### src/rtl/ex_wb_elastic_stage_pkg.sv
// Shared definitions for the EX->WB elastic stage: occupancy states,
// default widths and the packed pipeline entry layout.
package ex_wb_elastic_stage_pkg;

    localparam int DATA_W_DEF  = 8;
    localparam int RD_W_DEF    = 3;
    localparam int NUM_SRC_DEF = 2;

    // Occupancy of the two-entry stage: nothing, main only, main plus skid.
    typedef enum logic [1:0] {
        EMPTY = 2'd0,
        ONE   = 2'd1,
        FULL  = 2'd2
    } state_t;

    // One EX result travelling to WB, at the default widths.
    typedef struct packed {
        logic                  regwrite;
        logic [RD_W_DEF-1:0]   rd;
        logic [DATA_W_DEF-1:0] result;
    } entry_t;

endpackage

### src/rtl/ex_wb_elastic_stage_if.sv
// Handshake, writeback and forwarding-lookup signals of the EX->WB stage.
// master = EX/WB/decode side driving the stage, slave = the stage itself.
interface ex_wb_elastic_stage_if
    import ex_wb_elastic_stage_pkg::*;
#(
    parameter int DATA_W  = DATA_W_DEF,
    parameter int RD_W    = RD_W_DEF,
    parameter int NUM_SRC = NUM_SRC_DEF
) ();

    logic                      flush;
    logic                      in_valid;
    logic                      in_ready;
    logic                      in_regwrite;
    logic [DATA_W-1:0]         in_result;
    logic [RD_W-1:0]           in_rd;
    logic                      out_valid;
    logic                      out_ready;
    logic                      out_regwrite;
    logic [DATA_W-1:0]         out_result;
    logic [RD_W-1:0]           out_rd;
    logic [NUM_SRC*RD_W-1:0]   fwd_src_rd;
    logic [NUM_SRC-1:0]        fwd_hit;
    logic [NUM_SRC*DATA_W-1:0] fwd_data;

    modport master (
        output flush, in_valid, in_regwrite, in_result, in_rd, out_ready, fwd_src_rd,
        input  in_ready, out_valid, out_regwrite, out_result, out_rd, fwd_hit, fwd_data
    );

    modport slave (
        input  flush, in_valid, in_regwrite, in_result, in_rd, out_ready, fwd_src_rd,
        output in_ready, out_valid, out_regwrite, out_result, out_rd, fwd_hit, fwd_data
    );

endinterface

### src/rtl/ex_wb_elastic_stage_fwd_match.sv
// Single forwarding lookup port: compares one source index against the
// main and skid entries, the younger skid entry taking precedence.
module fwd_match
    import ex_wb_elastic_stage_pkg::*;
#(
    parameter int DATA_W = DATA_W_DEF,
    parameter int RD_W   = RD_W_DEF
) (
    input  logic [RD_W-1:0]   src_rd,
    input  logic              main_vld,
    input  logic              main_wen,
    input  logic [RD_W-1:0]   main_rd,
    input  logic [DATA_W-1:0] main_result,
    input  logic              skid_vld,
    input  logic              skid_wen,
    input  logic [RD_W-1:0]   skid_rd,
    input  logic [DATA_W-1:0] skid_result,
    output logic              hit,
    output logic [DATA_W-1:0] data
);

    logic src_nz;
    logic main_hit;
    logic skid_hit;

    // Per-entry match, then priority select with zero on miss.
    always_comb begin
        src_nz   = (src_rd != '0);
        main_hit = main_vld & main_wen & src_nz & (main_rd == src_rd);
        skid_hit = skid_vld & skid_wen & src_nz & (skid_rd == src_rd);
        hit      = main_hit | skid_hit;
        data     = '0;
        if (skid_hit) begin
            data = skid_result;
        end else if (main_hit) begin
            data = main_result;
        end
    end

endmodule

### src/rtl/ex_wb_elastic_stage.sv
// EX->WB elastic (skid) stage: a main register feeding WB directly and a
// skid register behind it so in_ready can be registered without losing
// throughput. Also answers forwarding lookups from the held entries.
module ex_wb_elastic_stage
    import ex_wb_elastic_stage_pkg::*;
#(
    parameter int DATA_W  = DATA_W_DEF,
    parameter int RD_W    = RD_W_DEF,
    parameter int NUM_SRC = NUM_SRC_DEF
) (
    input  logic clk,
    input  logic rst,
    ex_wb_elastic_stage_if.slave bus
);

    // Width-parameterised view of entry_t.
    typedef struct packed {
        logic              regwrite;
        logic [RD_W-1:0]   rd;
        logic [DATA_W-1:0] result;
    } ent_t;

    state_t state_p0;
    logic   in_ready_p0;
    ent_t   main_p0;
    ent_t   skid_p0;

    ent_t   in_ent;
    logic   out_vld;
    logic   skid_vld;
    logic   acc;
    logic   pop;

    logic [NUM_SRC-1:0]        hit_w;
    logic [NUM_SRC*DATA_W-1:0] data_w;

    // Incoming entry with the write enable qualified: x0 is never written.
    always_comb begin
        in_ent.regwrite = bus.in_regwrite & (bus.in_rd != '0);
        in_ent.rd       = bus.in_rd;
        in_ent.result   = bus.in_result;
        out_vld         = (state_p0 != EMPTY);
        skid_vld        = (state_p0 == FULL);
        acc             = bus.in_valid & in_ready_p0;
        pop             = out_vld & bus.out_ready;
    end

    // Occupancy FSM with registered in_ready; data registers load only on a move.
    always_ff @(posedge clk) begin
        if (!rst) begin
            state_p0    <= EMPTY;
            in_ready_p0 <= 1'b1;
            main_p0     <= '0;
            skid_p0     <= '0;
        end else if (bus.flush) begin
            state_p0    <= EMPTY;
            in_ready_p0 <= 1'b1;
        end else begin
            case (state_p0)
                EMPTY: begin
                    in_ready_p0 <= 1'b1;
                    if (acc) begin
                        main_p0  <= in_ent;
                        state_p0 <= ONE;
                    end
                end
                ONE: begin
                    if (acc && pop) begin
                        main_p0     <= in_ent;
                        in_ready_p0 <= 1'b1;
                    end else if (acc) begin
                        skid_p0     <= in_ent;
                        state_p0    <= FULL;
                        in_ready_p0 <= 1'b0;
                    end else if (pop) begin
                        state_p0    <= EMPTY;
                        in_ready_p0 <= 1'b1;
                    end
                end
                FULL: begin
                    // in_ready is low here, so only a pop can move anything.
                    if (pop) begin
                        main_p0     <= skid_p0;
                        state_p0    <= ONE;
                        in_ready_p0 <= 1'b1;
                    end
                end
                default: begin
                    state_p0    <= EMPTY;
                    in_ready_p0 <= 1'b1;
                end
            endcase
        end
    end

    assign bus.in_ready     = in_ready_p0;
    assign bus.out_valid    = out_vld;
    assign bus.out_regwrite = main_p0.regwrite;
    assign bus.out_result   = main_p0.result;
    assign bus.out_rd       = main_p0.rd;

    // Forwarding lookups see register contents only, independent of flush.
    for (genvar k = 0; k < NUM_SRC; k++) begin : g_fwd
        fwd_match #(
            .DATA_W (DATA_W),
            .RD_W   (RD_W)
        ) u_match (
            .src_rd      (bus.fwd_src_rd[k*RD_W +: RD_W]),
            .main_vld    (out_vld),
            .main_wen    (main_p0.regwrite),
            .main_rd     (main_p0.rd),
            .main_result (main_p0.result),
            .skid_vld    (skid_vld),
            .skid_wen    (skid_p0.regwrite),
            .skid_rd     (skid_p0.rd),
            .skid_result (skid_p0.result),
            .hit         (hit_w[k]),
            .data        (data_w[k*DATA_W +: DATA_W])
        );
    end

    assign bus.fwd_hit  = hit_w;
    assign bus.fwd_data = data_w;

endmodule

### src/flat_wrapper.sv
// flat-port wrapper written by rule: the top's interface ports become plain ports
module ex_wb_elastic_stage_flat import ex_wb_elastic_stage_pkg::*;
#(
    parameter int DATA_W  = DATA_W_DEF,
    parameter int RD_W    = RD_W_DEF,
    parameter int NUM_SRC = NUM_SRC_DEF
)
  (clk, rst, bus_flush, bus_in_valid, bus_in_regwrite, bus_in_result, bus_in_rd, bus_out_ready, bus_fwd_src_rd, bus_in_ready, bus_out_valid, bus_out_regwrite, bus_out_result, bus_out_rd, bus_fwd_hit, bus_fwd_data);
  ex_wb_elastic_stage_if #(.DATA_W(DATA_W), .RD_W(RD_W), .NUM_SRC(NUM_SRC)) bus_i ();
  input  logic clk;
  input  logic rst;
  input wire logic [$bits(bus_i.flush)-1:0] bus_flush;
  input wire logic [$bits(bus_i.in_valid)-1:0] bus_in_valid;
  input wire logic [$bits(bus_i.in_regwrite)-1:0] bus_in_regwrite;
  input wire logic [$bits(bus_i.in_result)-1:0] bus_in_result;
  input wire logic [$bits(bus_i.in_rd)-1:0] bus_in_rd;
  input wire logic [$bits(bus_i.out_ready)-1:0] bus_out_ready;
  input wire logic [$bits(bus_i.fwd_src_rd)-1:0] bus_fwd_src_rd;
  output wire logic [$bits(bus_i.in_ready)-1:0] bus_in_ready;
  output wire logic [$bits(bus_i.out_valid)-1:0] bus_out_valid;
  output wire logic [$bits(bus_i.out_regwrite)-1:0] bus_out_regwrite;
  output wire logic [$bits(bus_i.out_result)-1:0] bus_out_result;
  output wire logic [$bits(bus_i.out_rd)-1:0] bus_out_rd;
  output wire logic [$bits(bus_i.fwd_hit)-1:0] bus_fwd_hit;
  output wire logic [$bits(bus_i.fwd_data)-1:0] bus_fwd_data;
  assign bus_i.flush = bus_flush;
  assign bus_i.in_valid = bus_in_valid;
  assign bus_i.in_regwrite = bus_in_regwrite;
  assign bus_i.in_result = bus_in_result;
  assign bus_i.in_rd = bus_in_rd;
  assign bus_i.out_ready = bus_out_ready;
  assign bus_i.fwd_src_rd = bus_fwd_src_rd;
  assign bus_in_ready = bus_i.in_ready;
  assign bus_out_valid = bus_i.out_valid;
  assign bus_out_regwrite = bus_i.out_regwrite;
  assign bus_out_result = bus_i.out_result;
  assign bus_out_rd = bus_i.out_rd;
  assign bus_fwd_hit = bus_i.fwd_hit;
  assign bus_fwd_data = bus_i.fwd_data;
  ex_wb_elastic_stage #(.DATA_W(DATA_W), .RD_W(RD_W), .NUM_SRC(NUM_SRC)) u_core (.clk(clk), .rst(rst), .bus(bus_i));
endmodule
### config.mk
export PLATFORM = sky130hd
export DESIGN_NAME = ex_wb_elastic_stage_flat
export DESIGN_NICKNAME = d
export VERILOG_FILES = /design/src/rtl/ex_wb_elastic_stage_pkg.sv /design/src/rtl/ex_wb_elastic_stage_if.sv /design/src/rtl/ex_wb_elastic_stage_fwd_match.sv /design/src/rtl/ex_wb_elastic_stage.sv /design/src/flat_wrapper.sv
export SDC_FILE = /design/constraint.sdc
export NUM_CORES = 1
export LEC_CHECK = 0
export CORE_MARGIN = 4
export CORE_UTILIZATION = 40
export CTS_CLUSTER_SIZE = 24
export DETAILED_ROUTE_END_ITERATION = 8
export PLACE_DENSITY = 0.71
export SLEW_MARGIN = 20
export SYNTH_ARGS = -nofsm -noshare
export SYNTH_HDL_FRONTEND = slang
export SYNTH_SLANG_ARGS = --single-unit
### constraint.sdc
create_clock -name clk -period 1.8 [get_ports clk]
set_input_delay 0.36 -clock clk [delete_from_list [all_inputs] [get_ports clk]]
set_output_delay 0.36 -clock clk [all_outputs]
set_load 0.01 [all_outputs]
==> results of run 1 <==
-- through the flow --
stage	setup slack [ps]	setup TNS (ps)	cells	total power (uW)	hold slack (ps)
floorplan	-58.2	-700	221	894	470
global placement	-1010	-18060	374	1120	484
detailed placement	-1080	-18830	374	1120	484
CTS	-464	-7870	387	1500	520
global route	-568	-9590	390	1580	561
finish	-516	-7880	390	1500	539
-- timing repair --
item                                    in CTS  in global routing
cloned                                       3                  2
gates resized for setup                    110                 17
pin swaps                                    9                 11
setup buffers                                6                  2
hold endpoints to repair                     0                  0
endpoints found under the setup margin      19                 26
-- worst min path at each step --
stage                                          start                                     to  slack, ps  cells after the start
2_1_floorplan                              bus_flush         u_core.bus.in_ready$_SDFF_PP1_        470                      1
3_3_place_gp   u_core.bus.out_result[6]$_SDFFE_PN0P_  u_core.bus.out_result[6]$_SDFFE_PN0P_        480                      2
3_5_place_dp   u_core.bus.out_result[5]$_SDFFE_PN0P_  u_core.bus.out_result[5]$_SDFFE_PN0P_        480                      2
4_1_cts        u_core.bus.out_result[3]$_SDFFE_PN0P_  u_core.bus.out_result[3]$_SDFFE_PN0P_        520                      2
5_1_grt               u_core.skid_p0[1]$_SDFFE_PN0P_         u_core.skid_p0[1]$_SDFFE_PN0P_        560                      2
6_report       u_core.bus.out_result[5]$_SDFFE_PN0P_  u_core.bus.out_result[5]$_SDFFE_PN0P_        540                      2
-- metal layers --
| metal | up-vias | track usage (%) | routed length (um) |
|---|---|---|---|
| met3 | 4 | 2.32 | 121 |
| met1 | 893 | 23.8 | 2670 |
| li1 | 978 | - | - |
| met5 | - | 0 | 0 |
| met2 | 29 | 31.3 | 2970 |
| met4 | 0 | 5.07 | 50 |
-- registers in the layout, indices dropped and copies added (netlist names) --
| name | count |
|---|---|
| u_core.bus.in_ready | 1 |
| u_core.bus.out_rd | 3 |
| u_core.bus.out_regwrite | 1 |
| u_core.bus.out_result | 8 |
| u_core.skid_p0 | 12 |
| u_core.state_p0 | 2 |
-- synthesized netlist by cell type, types with 3 or more instances --
cell,count
o211ai_1,8
dfxtp_1,27
xor2_1,5
nor2_1,4
ha_1,4
buf_4,4
mux2_2,11
nand2_1,32
inv_1,14
mux2i_1,40
nand2b_1,3
clkbuf_1,4
nor2b_1,13
o21ai_0,3
buf_2,3
xnor2_1,3
nand3_1,9
a21oi_1,3
-- logic make-up (layout without fill, tap and decap cells) --
group	count (synthesis)	in the layout	share of synthesized area, %
simple gates	73	73	19.5
mux	51	51	26.8
compound gates	31	31	13.1
flops	27	27	27.6
buf+inv	27	129	6.90
xor+xnor	8	8	3.58
fa+ha+maj	4	4	2.55
-- area by class of cell --
type                            count  area, um2  area share [%]
Tap cell                           67       83.8            2.50
Timing Repair Buffer              111       1030            30.6
Sequential cell                    27        557            16.6
Inverter                           14       60.1            1.79
Clock buffer                        3       41.3            1.23
Multi-Input combinational cell    167       1580            47.1
Clock inverter                      1       6.26           0.187
-- worst max-delay path, cell delays in order, from the launching register on --
cell and delay [ps]:
dfxtp_4 360, or3b_4 400, a211oi_4 230, buf_6 140, buf_12 100, o211ai_1 130
mux2i_1 180, buf_2 160
-- report_power, final --
part	switching, uW	internal (uW)
sequential	40.8	626
combinational	213	266
clock	196	158
total	450	1050
==> results.sh, run 1 <==
export IMPL_ir_worst_vdd_mv=0.504
export IMPL_cts_max_level=1
export IMPL_violations="setup timing"
export IMPL_ys_top_cells_by_area="dfxtp_1, mux2i_1, mux2_2"
export IMPL_syn_avg_cell_area_um2=8.87
export IMPL_gp_congestion=0.851
export IMPL_setup_ws_ps=-516
export IMPL_vias=1904
export IMPL_numCtsBuffers=3
export IMPL_first_pass_iters=4
export IMPL_tightest_slew_ps=353
export IMPL_yosys_warnings=0
export IMPL_cp_arrival_ps=1960
export IMPL_max_freq_ghz=0.432
export IMPL_root_buffer="clkbuf_8"
export IMPL_p_leak_uw=0.00136
export IMPL_critPathLaunch="u_core.bus.out_rd[2]$_SDFFE_PN0P_"
export IMPL_cp_endpoint="bus_fwd_data[11]"
export IMPL_die_y_um=78.0
export IMPL_numPortBuffers=54
export IMPL_ys_types=44
export IMPL_grt_max_degree=17
export IMPL_wire_per_inst_um=14.9
export IMPL_yosysTopAreaCellShare_pct=27.6
export IMPL_finalCritPeriodShare_pct=129
export IMPL_cellPowerDensity_mw_per_mm2=448
export IMPL_period_needed_ps=2320
export IMPL_crit_required_ps=1440
export IMPL_syn_num_nets=248
export IMPL_gr_total_overflow=0
export IMPL_finish_instance_area_mm2=0.00335
export IMPL_setup_viol=18
export IMPL_track_usage_pct=18.2
export IMPL_start_util_pct=41.5
export IMPL_outcome="finished, violations left"
export IMPL_maxSlewViolCount=0
export IMPL_antenna_cells=0
export IMPL_seq_area_frac_synth_pct=27.6
export IMPL_grt_pass1_vias=1862
export IMPL_clkTransAtPathRegs_ps=100
export IMPL_synthArstFlopShare_pct=0
export IMPL_areaGrowthSynthToFinish_pct=71.0
export IMPL_n_fill_cell=361
export IMPL_timing_slew_headroom_pct=76.5
export IMPL_coreArea_mm2=0.00472
export IMPL_cp_end_kind="primary output"
export IMPL_finalHoldViolCount=0
export IMPL_worstReg2RegStart="u_core.state_p0[0]$_SDFFE_PP0P_"
export IMPL_ys_flop_type="dfxtp_1"
export IMPL_antenna_found_initial=0
export IMPL_wl_um=5810
export IMPL_drt_iter0_drc=59
export IMPL_r2r_end="u_core.skid_p0[11]$_SDFFE_PN0P_"
export IMPL_clockBufferDepth=2
export IMPL_dp_hpwl_um=4080
export IMPL_ff2ff_path_depth=9
export IMPL_worst_skew_pair_late_latency_ps=270
export IMPL_drcViolationCount=0
export IMPL_synth_edf_count=0
export IMPL_clock_sinks=27
export IMPL_crit_type="flip-flop to primary output"
export IMPL_layout_commonest_cell="buf_4"
export IMPL_cp_start_kind="flip-flop"
export IMPL_syn_area_mm2=0.00196
export IMPL_drive_gt1_share_pct=41.5
export IMPL_die_area_mm2=0.00608
export IMPL_yosys_area_top_type="dfxtp_1"
export IMPL_path_max_fanout=8
export IMPL_ioPinCount=55
export IMPL_nets=351
export IMPL_fp_row_count=25
export IMPL_reg2reg_slack_ps=80
export IMPL_rsz0062_at_grt="true"
export IMPL_cap_violations=0
export IMPL_layout_common_cells="buf_4, mux2i_1, nand2_1"
export IMPL_ys_ff_latch=27
export IMPL_grt_pass1_wl_um=8960
export IMPL_ctsHoldBuffers=0
export IMPL_fin_skew_ps=7.03
export IMPL_cts_tree="built"
export IMPL_placed_area_mm2=0.00304
export IMPL_hp_class="flip-flop to flip-flop"
export IMPL_die_w_um=78.0
export IMPL_synthCells=221
export IMPL_via_per_inst=4.88
export IMPL_drtAntennaViolNets=0
export IMPL_final_core_util_pct=70.9
Note: power is estimated with default switching activity, not from simulation.
==> inputs of run 2 (changes only) <==
--- a/config.mk
+++ b/config.mk
@@ -9,7 +9,7 @@
 export CORE_UTILIZATION = 40
 export CTS_CLUSTER_SIZE = 24
 export DETAILED_ROUTE_END_ITERATION = 8
-export PLACE_DENSITY = 0.71
+export DONT_BUFFER_PORTS = 1
 export SLEW_MARGIN = 20
 export SYNTH_ARGS = -nofsm -noshare
 export SYNTH_HDL_FRONTEND = slang
==> run 2 against run 1 <==
Net effect:
- setup slack improved by 140 ps
- cell count decreased by 19%
- die area unchanged
- combinational power decreased by 38%
- the flow still finishes with violations (setup timing)
- critical path depth decreased by 1
==> results.sh, run 2 (same netlist as run 1, synthesis figures left out) <==
export IMPL_outcome="finished, violations left"
export IMPL_violations="setup timing"
export IMPL_gp_congestion=0.841
export IMPL_first_pass_iters=4
export IMPL_grt_max_degree=39
export IMPL_maxSlewViolCount=0
export IMPL_path_max_fanout=4
export IMPL_worst_skew_pair_late_latency_ps=270
export IMPL_areaGrowthSynthToFinish_pct=30.4
export IMPL_timing_slew_headroom_pct=80.4
export IMPL_numPortBuffers=0
export IMPL_wire_per_inst_um=15.5
export IMPL_tns_ps=-5430
export IMPL_worstHoldEndpoint="u_core.bus.in_ready$_SDFF_PP1_"
export IMPL_max_freq_ghz=0.459
export IMPL_clock_sinks=27
export IMPL_clockBufferDepth=2
export IMPL_drt_iter0_drc=42
export IMPL_power_frac_clock_pct=26.9
export IMPL_reg2reg_slack_ps=190
export IMPL_slowest_delay_ps=380
export IMPL_finalHoldViolCount=0
export IMPL_cp_start_kind="flip-flop"
export IMPL_p_sw_uw=385
export IMPL_nets=275
export IMPL_drcViolationCount=0
export IMPL_start_util_pct=41.5
export IMPL_cp_arrival_ps=1820
export IMPL_r2r_end="u_core.skid_p0[8]$_SDFFE_PN0P_"
export IMPL_cp_num_buf_inv=2
export IMPL_grt_pass1_vias=1588
export IMPL_numCtsBuffers=3
export IMPL_internal_power_uw=941
export IMPL_worstReg2RegStart="u_core.state_p0[0]$_SDFFE_PP0P_"
export IMPL_coreArea_mm2=0.00472
export IMPL_period_needed_ps=2180
export IMPL_crit_required_ps=1440
export IMPL_finish_instance_area_mm2=0.00255
export IMPL_dp_hpwl_um=3690
export IMPL_path_delay_family="simple AND/OR/NAND/NOR gates"
export IMPL_hp_class="input pin to flip-flop"
export IMPL_antenna_cells=0
export IMPL_whs_path_depth=1
export IMPL_rsz0062_at_grt="true"
export IMPL_share_comb_of_total_power_pct=22.4
export IMPL_drive_gt1_share_pct=34.8
export IMPL_wl_um=4870
export IMPL_worst_path_max_delay_cell="or3b_4"
export IMPL_grt_pass1_wl_um=8160
export IMPL_clkTransAtPathRegs_ps=90
export IMPL_finalCritPeriodShare_pct=121
export IMPL_cp_end_kind="primary output"
export IMPL_cap_violations=0
export IMPL_ctsHoldBuffers=0
export IMPL_die_area_mm2=0.00608
export IMPL_ioPinCount=55
export IMPL_layout_common_cells="nand2_1, mux2i_1, buf_4"
export IMPL_p_leak_uw=0.000990
export IMPL_root_buffer="clkbuf_8"
export IMPL_fin_skew_ps=9.25
export IMPL_vias=1586
export IMPL_pre_cts_slack_ps=-134
export IMPL_n_fill_cell=440
export IMPL_antenna_found_initial=0
export IMPL_via_per_inst=5.05
export IMPL_crit_type="flip-flop to primary output"
export IMPL_seqPwrFrac_pct=50.7
export IMPL_ff2ff_path_depth=8
export IMPL_hp_start="rst"
export IMPL_die_y_um=78.0
export IMPL_cts_tree="built"
export IMPL_drtAntennaViolNets=0
export IMPL_track_usage_pct=16.6
export IMPL_tightest_slew_ps=286
export IMPL_setup_viol=18
export IMPL_die_w_um=78.0
export IMPL_gr_total_overflow=0
export IMPL_setup_ws_ps=-378
export IMPL_placed_area_mm2=0.00238
export IMPL_cellPowerDensity_mw_per_mm2=519
export IMPL_ir_worst_vdd_mv=0.330
export IMPL_fp_row_count=25
export IMPL_swShare_pct=29.1
export IMPL_cp_cell_sequence="or3b_4, a211oi_4, buf_2, o211ai_1, mux2i_1, buf_4"
export IMPL_largest_register_ffs=12
export IMPL_cts_max_level=1
export IMPL_top_register="u_core.skid_p0"
==> run 2: cell types whose count changed in the layout (fill, tap and decap cells not counted), sizes merged <==
cell           delta
buf              -39
clkdlybuf4s50    -29
clkbuf            -1
clkdlybuf4s15     -1
dlygate4sd2       -6
==> run 2: layout make-up <==
| cell class | instances | area, um2 | area share [%] |
|---|---|---|---|
| Multi-Input combinational cell | 167 | 1480 | 57.8 |
| Sequential cell | 27 | 552 | 21.6 |
| Timing Repair Buffer | 35 | 337 | 13.2 |
| Tap cell | 67 | 83.8 | 3.28 |
| Inverter | 14 | 57.6 | 2.25 |
| Clock buffer | 3 | 41.3 | 1.62 |
| Clock inverter | 1 | 6.26 | 0.245 |
==> run 2: what timing repair did <==
item                                    CTS  global route
resized for setup                        11             6
pin swaps                                 5             2
endpoints found under the setup margin   18            18
cloned                                    2             0
buffers inserted                          3             0
==> run 2: worst max path at each step <==
stage | from | to | slack (ps) | depth (start not counted)
after CTS | u_core.bus.out_rd[2]$_SDFFE_PN0P_ | bus_fwd_data[13] | -360 | 6
after floorplan | u_core.state_p0[0]$_SDFFE_PP0P_ | bus_fwd_data[0] | -60 | 7
after detailed placement | bus_fwd_src_rd[5] | bus_fwd_data[13] | -130 | 6
final | u_core.bus.out_rd[2]$_SDFFE_PN0P_ | bus_fwd_data[12] | -380 | 6
after global placement | bus_fwd_src_rd[5] | bus_fwd_data[8] | -100 | 5
after global routing | u_core.bus.out_rd[2]$_SDFFE_PN0P_ | bus_fwd_data[14] | -490 | 6
==> run 2: power by group through the flow <==
| stage | combinational (uW) | clock [uW] | sequential (uW) |
|---|---|---|---|
| 6_report | 297 | 356 | 673 |
| 5_1_grt | 325 | 396 | 679 |
| 4_1_cts | 297 | 367 | 672 |
| 3_5_place_dp | 284 | 0 | 687 |
| 3_3_place_gp | 280 | 0 | 686 |
| 2_1_floorplan | 210 | 0 | 684 |
==> run 2: routing by layer <==
layer,vias up,part of all wire (%),GRT usage (%)
li1,819,-,-
met1,731,44,22.0
met2,34,50,27.8
met3,2,5.4,3.13
met4,0,0.55,3.67
met5,-,0,0
==> run 2: metrics by stage <==
step	total power (uW)	cells	util, %	hold WS [ps]
2_1_floorplan	894	221	-	470
3_3_place_gp	966	305	50.5	458
3_5_place_dp	971	305	50.5	457
4_1_cts	1340	314	53.7	174
5_1_grt	1400	314	54.1	184
6_report	1330	314	54.1	187
==> run 2: worst register-to-register path, delay by kind of cell (launching register included) <==
kind / cells / cell delay [ps]
DFF: 1 / 350
adders and majority gates: 1 / 130
buffers and inverters: 3 / 400
and+or+nand+nor: 3 / 420
muxes: 1 / 200
==> inputs of run 3 (changes only) <==
--- a/config.mk
+++ b/config.mk
@@ -6,7 +6,7 @@
 export NUM_CORES = 1
 export LEC_CHECK = 0
 export CORE_MARGIN = 4
-export CORE_UTILIZATION = 40
+export CORE_UTILIZATION = 35
 export CTS_CLUSTER_SIZE = 24
 export DETAILED_ROUTE_END_ITERATION = 8
 export DONT_BUFFER_PORTS = 1
==> run 3 against run 2 <==
Net effect:
- the run still ends with setup timing left
- clock skew decreased by 5.5 ps
- global-route usage decreased by 2.3 points
- cell count increased by 0.64%
==> results.sh, run 3 (same netlist as run 1, synthesis figures left out) <==
export IMPL_layout_commonest_cell="nand2_1"
export IMPL_antenna_cells=0
export IMPL_ioPinCount=55
export IMPL_start_util_pct=37.2
export IMPL_drtAntennaViolNets=0
export IMPL_cp_start_kind="flip-flop"
export IMPL_largest_register_ffs=12
export IMPL_gr_total_overflow=0
export IMPL_rsz0062_at_grt="true"
export IMPL_top_usage_layer="met2"
export IMPL_die_y_um=82.8
export IMPL_clockBufferDepth=2
export IMPL_grt_max_degree=39
export IMPL_layout_common_cells="nand2_1, mux2i_1, buf_4"
export IMPL_die_w_um=82.8
export IMPL_max_freq_ghz=0.459
export IMPL_seqPwrFrac_pct=50.6
export IMPL_n_fill_cell=505
export IMPL_tightest_slew_ps=308
export IMPL_share_comb_of_total_power_pct=23.3
export IMPL_hp_start="rst"
export IMPL_track_usage_pct=14.3
export IMPL_cap_violations=0
export IMPL_worstReg2RegStart="u_core.state_p0[1]$_SDFFE_PP0P_"
export IMPL_p_total_uw=1330
export IMPL_setup_viol=18
export IMPL_cts_max_level=1
export IMPL_worst_skew_pair_late_latency_ps=270
export IMPL_path_max_fanout=9
export IMPL_outcome="finished, violations left"
export IMPL_swShare_pct=28.4
export IMPL_cellPowerDensity_mw_per_mm2=504
export IMPL_numPortBuffers=0
export IMPL_areaGrowthSynthToFinish_pct=34.2
export IMPL_crit_type="flip-flop to primary output"
export IMPL_hold_ws_ps=201
export IMPL_grt_pass1_vias=1530
export IMPL_cp_arrival_ps=1820
export IMPL_drt_iter0_drc=116
export IMPL_timing_slew_headroom_pct=79.4
export IMPL_grt_pass1_wl_um=8290
export IMPL_wire_per_inst_um=15.9
export IMPL_ir_worst_vdd_mv=0.286
export IMPL_setup_ws_ps=-377
export IMPL_finalCritPeriodShare_pct=121
export IMPL_hp_class="input pin to flip-flop"
export IMPL_via_per_inst=5.07
export IMPL_globalRouteMet2Util_pct=21.8
export IMPL_vias=1601
export IMPL_first_pass_iters=4
export IMPL_p_sw_uw=377
export IMPL_internal_power_uw=949
export IMPL_drive_gt1_share_pct=36.2
export IMPL_clock_sinks=27
export IMPL_die_area_mm2=0.00686
export IMPL_grtUsageMet1_pct=19.7
export IMPL_gp_congestion=0.813
export IMPL_finalHoldViolCount=0
export IMPL_antenna_found_initial=0
export IMPL_drcViolationCount=0
export IMPL_dp_hpwl_um=3740
export IMPL_fp_row_count=26
export IMPL_crit_required_ps=1440
export IMPL_root_buffer="clkbuf_8"
export IMPL_numCtsBuffers=3
export IMPL_coreArea_mm2=0.00527
export IMPL_nets=274
export IMPL_cp_end_kind="primary output"
export IMPL_power_frac_clock_pct=26.1
export IMPL_period_needed_ps=2180
export IMPL_groute_layer_met3_usage_pct=3.96
export IMPL_wl_um=5030
export IMPL_p_leak_uw=0.000984
export IMPL_maxSlewViolCount=0
export IMPL_critPathLaunch="u_core.skid_p0[9]$_SDFFE_PN0P_"
export IMPL_cts_tree="built"
export IMPL_fin_skew_ps=3.76
export IMPL_clkTransAtPathRegs_ps=90
export IMPL_top_register="u_core.skid_p0"
export IMPL_violations="setup timing"
run 3: changes by cell type in the layout (fill, tap and decap cells not counted), moves of 2 or more:
cell | previous run | this run
buf_12 | 3 | 5
mux2i_2 | 0 | 3
mux2i_1 | 32 | 28
inv_4 | 3 | 1
nand3_2 | 4 | 1
inv_2 | 0 | 2
buf_4 | 25 | 23
nand3_1 | 5 | 8
run 3: worst max-delay path, cell delays in order (launching register included):
cell	delay [ps]
dfxtp_4	390
or3b_1	390
a211oi_2	210
o21ai_2	90
buf_12	160
mux2i_1	160
buf_4	140
run 3: power groups by stage:
stage	combinational (uW)	clock, uW	sequential (uW)
floorplan	210	0	684
finish	309	346	671
global route	337	382	676
global placement	281	0	684
detailed placement	284	0	685
CTS	295	366	669
run 3: per-stage QoR:
step	TNS [ps]	util, %	cell area [um2]	worst slack [ps]	cells
after global placement	-1060	45.1	2380	-101	305
after detailed placement	-1530	45.1	2380	-139	305
after floorplan	-700	-	2120	-58.2	221
after CTS	-6060	48.0	2530	-378	313
after global routing	-6980	49.9	2630	-436	316
final	-5700	49.9	2630	-377	316
run 3: metal layers:
layer	share of wire, %	up-vias
li1	-	818
met1	46	732
met2	46	47
met3	7.4	4
met4	0.80	0
met5	0	-
run 3: layout make-up:
class	count	area [um2]	share of cell area (%)
Inverter	14	55.1	2.09
Tap cell	70	87.6	3.33
Multi-Input combinational cell	167	1520	57.7
Clock buffer	4	45.0	1.71
Sequential cell	27	554	21.1
Timing Repair Buffer	34	370	14.1
run 3: path summary, 6_finish.rpt:
kind,end,slack (ps),cells after the start
worst max-delay path,bus_fwd_data[15],-380,6
worst min register to register,u_core.state_p0[0]$_SDFFE_PP0P_,540,2
worst max register to register,u_core.skid_p0[6]$_SDFFE_PN0P_,130,9
worst min-delay path,u_core.bus.in_ready$_SDFF_PP1_,200,1
run 3: repair_timing:
action	in CTS	in global routing
cloned	2	1
setup buffers	2	2
setup endpoints to repair	18	32
pin swaps	4	4
resized for setup	13	12
hold buffers	0	0
